**config.mk**
```make
export PLATFORM = sky130hd
export DESIGN_NAME = xor_share_arbiter
export DESIGN_NICKNAME = d
export VERILOG_FILES = /design/src/rtl/xor_arb_pkg.sv /design/src/rtl/xor_share_arbiter_rr_pick.sv /design/src/rtl/xor_share_arbiter.sv
export SDC_FILE = /design/constraint.sdc
export NUM_CORES = 1
export LEC_CHECK = 0
export CAP_MARGIN = 0
export CORE_ASPECT_RATIO = 0.9
export CORE_MARGIN = 2
export CORE_UTILIZATION = 30
export DETAILED_ROUTE_END_ITERATION = 16
export GPL_ROUTABILITY_DRIVEN = 0
export PLACE_DENSITY = 0.67
export SYNTH_ARGS = -nofsm -noshare
export SYNTH_HDL_FRONTEND = slang
export SYNTH_SLANG_ARGS = --single-unit
```
**constraint.sdc**
```tcl
create_clock -name CLK -period 2.5 [get_ports CLK]
set_clock_uncertainty 0.2 [all_clocks]
set_input_delay 0.625 -clock CLK [delete_from_list [all_inputs] [get_ports CLK]]
set_output_delay 0.625 -clock CLK [all_outputs]
set_load 0.005 [all_outputs]
```
**src/rtl/xor_arb_pkg.sv**
```systemverilog
// Shared types and constants for the XOR-unit sharing arbiter.
package xor_arb_pkg;

  typedef enum logic [1:0] {IDLE, ISSUE, WAIT, RESP} state_t;

  localparam int TIMEOUT_CYC_DEF = 16;

  // Requester index width; never narrower than one bit.
  function automatic int id_w(input int n);
    return (n > 2) ? $clog2(n) : 1;
  endfunction

endpackage

```
**src/rtl/xor_share_arbiter_rr_pick.sv**
```systemverilog
// Round-robin picker: first requester at or after ptr, searching upward with wrap.
module rr_pick
  import xor_arb_pkg::*;
#(
  parameter int  N_REQ = 4,
  localparam int IW    = id_w(N_REQ)
) (
  input  logic [N_REQ-1:0] req,
  input  logic [IW-1:0]    ptr,
  output logic [N_REQ-1:0] gnt,
  output logic [IW-1:0]    idx,
  output logic             any
);

  // Upper segment [ptr..N-1] first, then the wrapped segment from 0.
  always_comb begin
    any = 1'b0;
    idx = '0;
    for (int i = 0; i < N_REQ; i++) begin
      if (!any && req[i] && (i >= int'(ptr))) begin
        any = 1'b1;
        idx = IW'(i);
      end
    end
    for (int i = 0; i < N_REQ; i++) begin
      if (!any && req[i]) begin
        any = 1'b1;
        idx = IW'(i);
      end
    end
    gnt = any ? (N_REQ'(1) << idx) : '0;
  end

endmodule

```
**src/rtl/xor_share_arbiter.sv**
```systemverilog
// Shares one delayed XOR unit among N_REQ requesters, one transaction at a time.
// Optional WAIT-state timeout enabled by defining XSA_TIMEOUT_EN.
module xor_share_arbiter
  import xor_arb_pkg::*;
#(
  parameter int  N_REQ       = 4,
  parameter int  TIMEOUT_CYC = TIMEOUT_CYC_DEF,
  localparam int IW          = id_w(N_REQ)
) (
  input  logic             CLK,
  input  logic             RST_N,
  input  logic [N_REQ-1:0] req_valid,
  input  logic [N_REQ-1:0] req_a,
  input  logic [N_REQ-1:0] req_b,
  output logic [N_REQ-1:0] req_rdy,
  output logic             rsp_valid,
  output logic             rsp_data,
  output logic [IW-1:0]    rsp_id,
  output logic             rsp_err,
  input  logic             rsp_rdy,
  output logic             dut_a_data,
  output logic             dut_a_en,
  input  logic             dut_a_rdy,
  output logic             dut_b_data,
  output logic             dut_b_en,
  input  logic             dut_b_rdy,
  input  logic             dut_y_data,
  input  logic             dut_y_en,
  output logic             dut_y_rdy
);

  state_t           state;
  logic [IW-1:0]    ptr, id;
  logic             op_a, op_b;
  logic             a_done, b_done;
  logic [N_REQ-1:0] gnt;
  logic [IW-1:0]    gidx;
  logic             any;

  rr_pick #(.N_REQ(N_REQ)) u_pick (
    .req (req_valid),
    .ptr (ptr),
    .gnt (gnt),
    .idx (gidx),
    .any (any)
  );

  assign req_rdy    = (state == IDLE) ? gnt : '0;
  assign rsp_valid  = (state == RESP);
  assign rsp_id     = id;
  // The unit samples data a cycle after accepting it, so operands stay
  // on the bus until the next grant replaces them.
  assign dut_a_data = op_a;
  assign dut_b_data = op_b;
  assign dut_a_en   = (state == ISSUE) && !a_done;
  assign dut_b_en   = (state == ISSUE) && !b_done;
  assign dut_y_rdy  = (state == WAIT);

`ifdef XSA_TIMEOUT_EN
  localparam int CW = $clog2(TIMEOUT_CYC + 1);
  logic [CW-1:0] cnt;
`else
  logic unused_tmo;
  assign unused_tmo = (TIMEOUT_CYC != 0);
  assign rsp_err    = 1'b0;
`endif

  always_ff @(posedge CLK) begin
    if (!RST_N) begin
      state    <= IDLE;
      ptr      <= '0;
      id       <= '0;
      op_a     <= 1'b0;
      op_b     <= 1'b0;
      a_done   <= 1'b0;
      b_done   <= 1'b0;
      rsp_data <= 1'b0;
`ifdef XSA_TIMEOUT_EN
      rsp_err  <= 1'b0;
      cnt      <= '0;
`endif
    end else begin
      case (state)
        IDLE: begin
          if (any) begin
            id    <= gidx;
            op_a  <= req_a[gidx];
            op_b  <= req_b[gidx];
            state <= ISSUE;
          end
        end
        ISSUE: begin
          if (dut_a_en && dut_a_rdy) a_done <= 1'b1;
          if (dut_b_en && dut_b_rdy) b_done <= 1'b1;
          if ((a_done || dut_a_rdy) && (b_done || dut_b_rdy)) state <= WAIT;
`ifdef XSA_TIMEOUT_EN
          cnt <= '0;
`endif
        end
        WAIT: begin
          if (dut_y_en) begin
            rsp_data <= dut_y_data;
`ifdef XSA_TIMEOUT_EN
            rsp_err  <= 1'b0;
`endif
            state    <= RESP;
          end
`ifdef XSA_TIMEOUT_EN
          else if (cnt == CW'(TIMEOUT_CYC - 1)) begin
            rsp_data <= 1'b0;
            rsp_err  <= 1'b1;
            state    <= RESP;
          end else begin
            cnt <= cnt + 1'b1;
          end
`endif
        end
        RESP: begin
          if (rsp_rdy) begin
            state  <= IDLE;
            a_done <= 1'b0;
            b_done <= 1'b0;
            ptr    <= (id == IW'(N_REQ - 1)) ? '0 : id + 1'b1;
          end
        end
        default: state <= IDLE;
      endcase
    end
  end

endmodule

```
## After elaboration in Yosys (flattened, before gate mapping)

Index checks and enable logic that the tools add are counted.

- Add/subtract/negate cells: 1
- Magnitude comparators: 4
- Equal/unequal tests: 10
- Shifts and indexed selects: 1
- Mux-type cells: 32
- Reductions and logical operators: 34

Operators by type and width:

| kind | count |
|---|---|
| 2-bit two-way mux | 11 |
| 1-bit logical AND | 15 |
| 1-bit two-way mux | 14 |
| 1-bit logical NOT | 9 |
| 4-bit two-way mux | 2 |
| 2-bit by 1-bit inequality test with 1-bit output (second input constant) | 4 |
| 2-bit case mux with 4 select lines | 1 |
| 2-bit equality test (second input constant) | 3 |
| 2-bit AND reduction | 3 |
| 3-bit AND reduction | 2 |
| 1-bit binary-select mux with 2-bit select | 2 |
| 1-bit by 2-bit >= comparator with 1-bit output (first input constant) | 2 |
| 2-bit inequality test (second input constant) | 2 |
| 1-bit case mux with 2 select lines | 2 |
| 4-bit AND reduction | 1 |
| 1-bit by 2-bit left shift with 4-bit output (first input constant) | 1 |
| 2-bit by 3-bit less-than comparator with 1-bit output (second input constant) | 1 |
| 2-bit by 1-bit adder with 2-bit output (second input constant) | 1 |
| 2-bit by 1-bit equality test with 1-bit output (second input constant) | 1 |
| 2-bit >= comparator (first input constant) | 1 |
| 2-bit logical NOT | 1 |
| 1-bit logical OR | 2 |
| 2-bit nonzero test | 1 |

- Register bits after elaboration: 11
- Output and inout bits: 14

## Longest topological paths before layout

- Depth after elaboration: 29
- Mapped depth: 7

## Cells and area by module

From an unflattened synthesis, not the netlist that was laid out.

- Cell total of the unflattened synthesis: 107
- Area, all modules: 842.1 µm²

Modules (own cells, without submodules):

| module | instances | cells an instance | area an instance (µm²) |
|---|---|---|---|
| xor_share_arbiter | 1 | 75 | 640.6 |
| rr_pick | 1 | 32 | 201.4 |

## Worst setup path before layout

OpenSTA, ideal clock, no wires.

- Path kind: input-to-output
- Start: input port req_valid[2]
- End: output port req_rdy[1]
- Arrival: 1547 ps
- Required time: 1675 ps
- Setup slack: 128 ps
- Stages on the path: 6
- Cells stage by stage: or2b_1 > a21oi_1 > a211o_1 > buf_6 > or2_4 > nor2_1

- Word-level cells in the longest chain between the ends: 21
- Elaborated cells on any way between the ends: 27

RTL lines:

| element | RTL line | source |
|---|---|---|
| start, declared | xor_share_arbiter.sv:12 | `input logic [N_REQ-1:0] req_valid,` |
| 1-bit logical AND (2 in series) | xor_share_arbiter_rr_pick.sv:20 | `if (!any && req[i] && (i >= int'(ptr))) begin` |
| 1-bit two-way mux | xor_share_arbiter_rr_pick.sv:20 |  |
| 1-bit logical NOT | xor_share_arbiter_rr_pick.sv:20 |  |
| 1-bit logical AND | xor_share_arbiter_rr_pick.sv:20 |  |
| 1-bit two-way mux | xor_share_arbiter_rr_pick.sv:20 |  |
| 1-bit logical NOT | xor_share_arbiter_rr_pick.sv:26 | `if (!any && req[i]) begin` |
| 1-bit logical AND | xor_share_arbiter_rr_pick.sv:26 |  |
| 1-bit two-way mux | xor_share_arbiter_rr_pick.sv:26 |  |
| [4 not listed] | - |  |
| 1-bit logical AND | xor_share_arbiter_rr_pick.sv:26 |  |
| 1-bit two-way mux | xor_share_arbiter_rr_pick.sv:26 |  |
| 1-bit logical NOT | xor_share_arbiter_rr_pick.sv:26 |  |
| 1-bit logical AND | xor_share_arbiter_rr_pick.sv:26 |  |
| 2-bit two-way mux | xor_share_arbiter_rr_pick.sv:26 |  |
| 1-bit by 2-bit left shift with 4-bit output | xor_share_arbiter_rr_pick.sv:31 | `gnt = any ? (N_REQ'(1) << idx) : '0;` |
| 4-bit two-way mux * | xor_share_arbiter_rr_pick.sv:31 |  |
| 4-bit two-way mux * | xor_share_arbiter.sv:48 | `assign req_rdy = (state == IDLE) ? gnt : '0;` |
| end, declared | xor_share_arbiter.sv:15 | `output logic [N_REQ-1:0] req_rdy,` |

Every way passes the cells marked *; elsewhere a longest branch is shown, timed or not.

## Final worst setup path

Ends and elaborated chain as after synthesis.

==> summary.md <==
| Metric | Value |
|---|---|
| CTS root buf | `clkbuf_4` |
| Peak supply drop | `roughly 0.43 mV` |
| DRC | `0` |
| Rows | `17` |
| Netlist Area Pre-Place | `747 um2` |
| CP Data Arrival Time | `1.67 ns` |
| Pin count of the biggest net entering global routing | `14` |
| Main combinational cell family by area after synthesis | `simple AND/OR/NAND/NOR gates` |
| Worst setup margin | `roughly 0.0052 ns` |
| Fill cells | `between 200 and 250` |
| Skew-Pair Late Insertion Delay | `0.26 ns` |
| Async S/R FF share, synth | `0` |
| Initial Util | `0.311` |
| Area contributors post-synth | `dfxtp_1, ha_1, mux2i_1` |
| Core Util, Final | `0.505` |
| Sequential share of the synthesized area | `0.295` |
| Global router's overall resource usage | `0.145` |
| Fin. Hold Viols | `0` |
| Mean area per synthesized cell | `7.78 um2` |
| CP Launch Type | `input port` |
| Yosys cell types | `28` |
| Pwr Total | `935 uW` |
| HP Class | `reg -> reg` |
| Xor/xnor share of the synthesized area | `0` |
| Count leader, synth | `nand2_1` |
| WS Path Type | `in -> out` |
| Area growth syn-to-layout | `62.6%` |
| WL per Instance | `11.2 um` |
| Post-Synthesis Cells | `96` |
| H-tree levels | `1` |
| Status | `finished clean` |
| Die W | `between 50 and 60 um` |
| CTS Sinks | `11` |
| Die Y | `a little over 50 um` |
| Leakage | `0.000546 uW` |
| Dpl ws | `-0.818 ns` |
| Tmin final | `2.49 ns` |
| Initial antenna violation count | `0` |
| Final period util | `0.998` |
| Vias/cell | `4.74` |
| Mapped Nets | `120` |
| Synth cell count leaders | `nand2_1, dfxtp_1, a21oi_1, nor2_1, nor2b_1` |
| Compound-Gate Fraction of Synth Area | `0.166` |
| Max-slew violation count | `0` |
| I/O pin count | `33` |
| Critical Path End Type | `primary output` |
| Worst Path Required | `approximately 1.7 ns` |
| Cell taking the most area after synthesis | `dfxtp_1` |
| Top-area cell type share of the netlist area | `0.295` |
| Max Fclk | `401 MHz` |
| Seq cells post-synth | `11` |
| Dominant synthesized flop cell | `dfxtp_1` |
| Mux cell area share after synthesis | `0.0670` |
| RSZ-0062 raised after global routing | `yes` |
| N_diodes | `0` |
| Routed Antenna Nets | `0` |
| Yosys Warn Count | `0` |
| Number of global-route vias before repair | `781` |
| First-pass GRT wire length | `3300 um` |
| Total CTS buffers | `3` |
| Final setup vio count | `0` |
| Iter 0 DRT Violations | `20` |
| Max_cap viols | `0` |
| Simple-gate share of the synthesized area | `0.323` |
| Final Net Count | `169` |
| GRT Residual Overflow | `0` |
| Total Routed Length | `1930 um` |
| Core area | `0.00240 mm2` |
| Adder-cell share of the synthesized area | `0.0838` |
| CTS Buffer Depth | `2` |
| Worst-path clk slew | `0.07 ns` |
| DP Wirelength | `1580 um` |
| DR vias | `815` |
| Port Buffers | `31` |
| Crit Path Max Fanout | `4` |
| TritonRoute pass-1 iters | `4` |
| Number of synthesized flops with an enable pin | `0` |
| TritonCTS clock tree | `built` |
| Die footprint | `between 0.002 and 0.003 mm2` |
| P per Cell Area | `770 mW/mm2` |
| Layout cells sized above 1 | `0.243` |
-- path summary, 6_finish.rpt --
| kind | cells after the start | to | start | slack [ns] |
|---|---|---|---|---|
| max reg2reg | 7 | state[1] | state[0] | 0.59 |
| min reg2reg | 2 | rsp_data | rsp_data | 0.27 |
| min | 2 | rsp_data | rsp_data | 0.27 |
| max | 7 | req_rdy[1] | req_valid[2] | 0.005 |
-- flip-flops by register name (all words and copies together) (netlist names) --
| name | cells |
|---|---|
| ptr | 2 |
| rsp_id | 2 |
| state | 2 |
| a_done | 1 |
| b_done | 1 |
| dut_a_data | 1 |
| dut_b_data | 1 |
| rsp_data | 1 |
-- per-stage QoR --
stage | cells | cell area, um2 | hold slack [ns] | TNS [ns]
6_report | 172 | 1210 | 0.270 | 0
2_1_floorplan | 96 | 747 | 0.260 | 0
3_3_place_gp | 166 | 1170 | 0.254 | -2.91
5_1_grt | 172 | 1210 | 0.325 | -0.229
4_1_cts | 171 | 1180 | 0.272 | 0
3_5_place_dp | 166 | 1170 | 0.265 | -3.05
-- layout by cell type (no fill, tap or decap), drive strengths merged, types with 4 or more instances in the layout --
cell and instances:
buf 24, ha 5, dfxtp 11, nand2 13, nand3 6, nor2b 7, clkdlybuf4s50 23, inv 6
nor2 7, mux2i 5, clkbuf 4, a21oi 7
-- cell families (layout without fill, tap and decap cells) --
kind of cell    after synthesis  count (layout)
compound gates               18              18
fa+ha+maj                     5               5
buf+inv                       9              57
flops                        11              11
mux                           5               5
other cells                   1               1
simple gates                 47              47
-- critical path: stages --
cell and delay (ns):
buf_8 0.10, or2b_1 0.16, a21oi_2 0.05, a211o_1 0.29
or2_4 0.25, nor2_1 0.08, buf_2 0.12
-- layer usage --
metal,up-vias,routed length [um],track usage
li1,423,-,-
met1,377,854,0.169
met2,13,984,0.254
met3,2,77,0.0430
met4,0,13,0.0437
met5,-,0,0
-- what timing repair did --
item / CTS / global route
hold buffers: 0 / 0
pin swaps: 7 / 6
buffers inserted: 1 / 1
gates resized for setup: 35 / 8
endpoints found under the setup margin: 5 / 5
-- layout make-up --
| type | instances | area [um2] | share of cell area |
|---|---|---|---|
| clock buffer | 4 | 26.3 | 0.0216 |
| inverter | 6 | 22.5 | 0.0185 |
| multi-input combinational | 76 | 508 | 0.418 |
| sequential | 11 | 220 | 0.181 |
| tap | 28 | 35.0 | 0.0288 |
| timing repair buffer | 47 | 403 | 0.332 |
-- power by group --
group          switching, uW  internal [uW]  total [uW]
clock network           60.6           61.7         122
registers               31.5            221         252
logic                    234            326         560
total                    326            609         935
(Power assumes the default switching activity.)
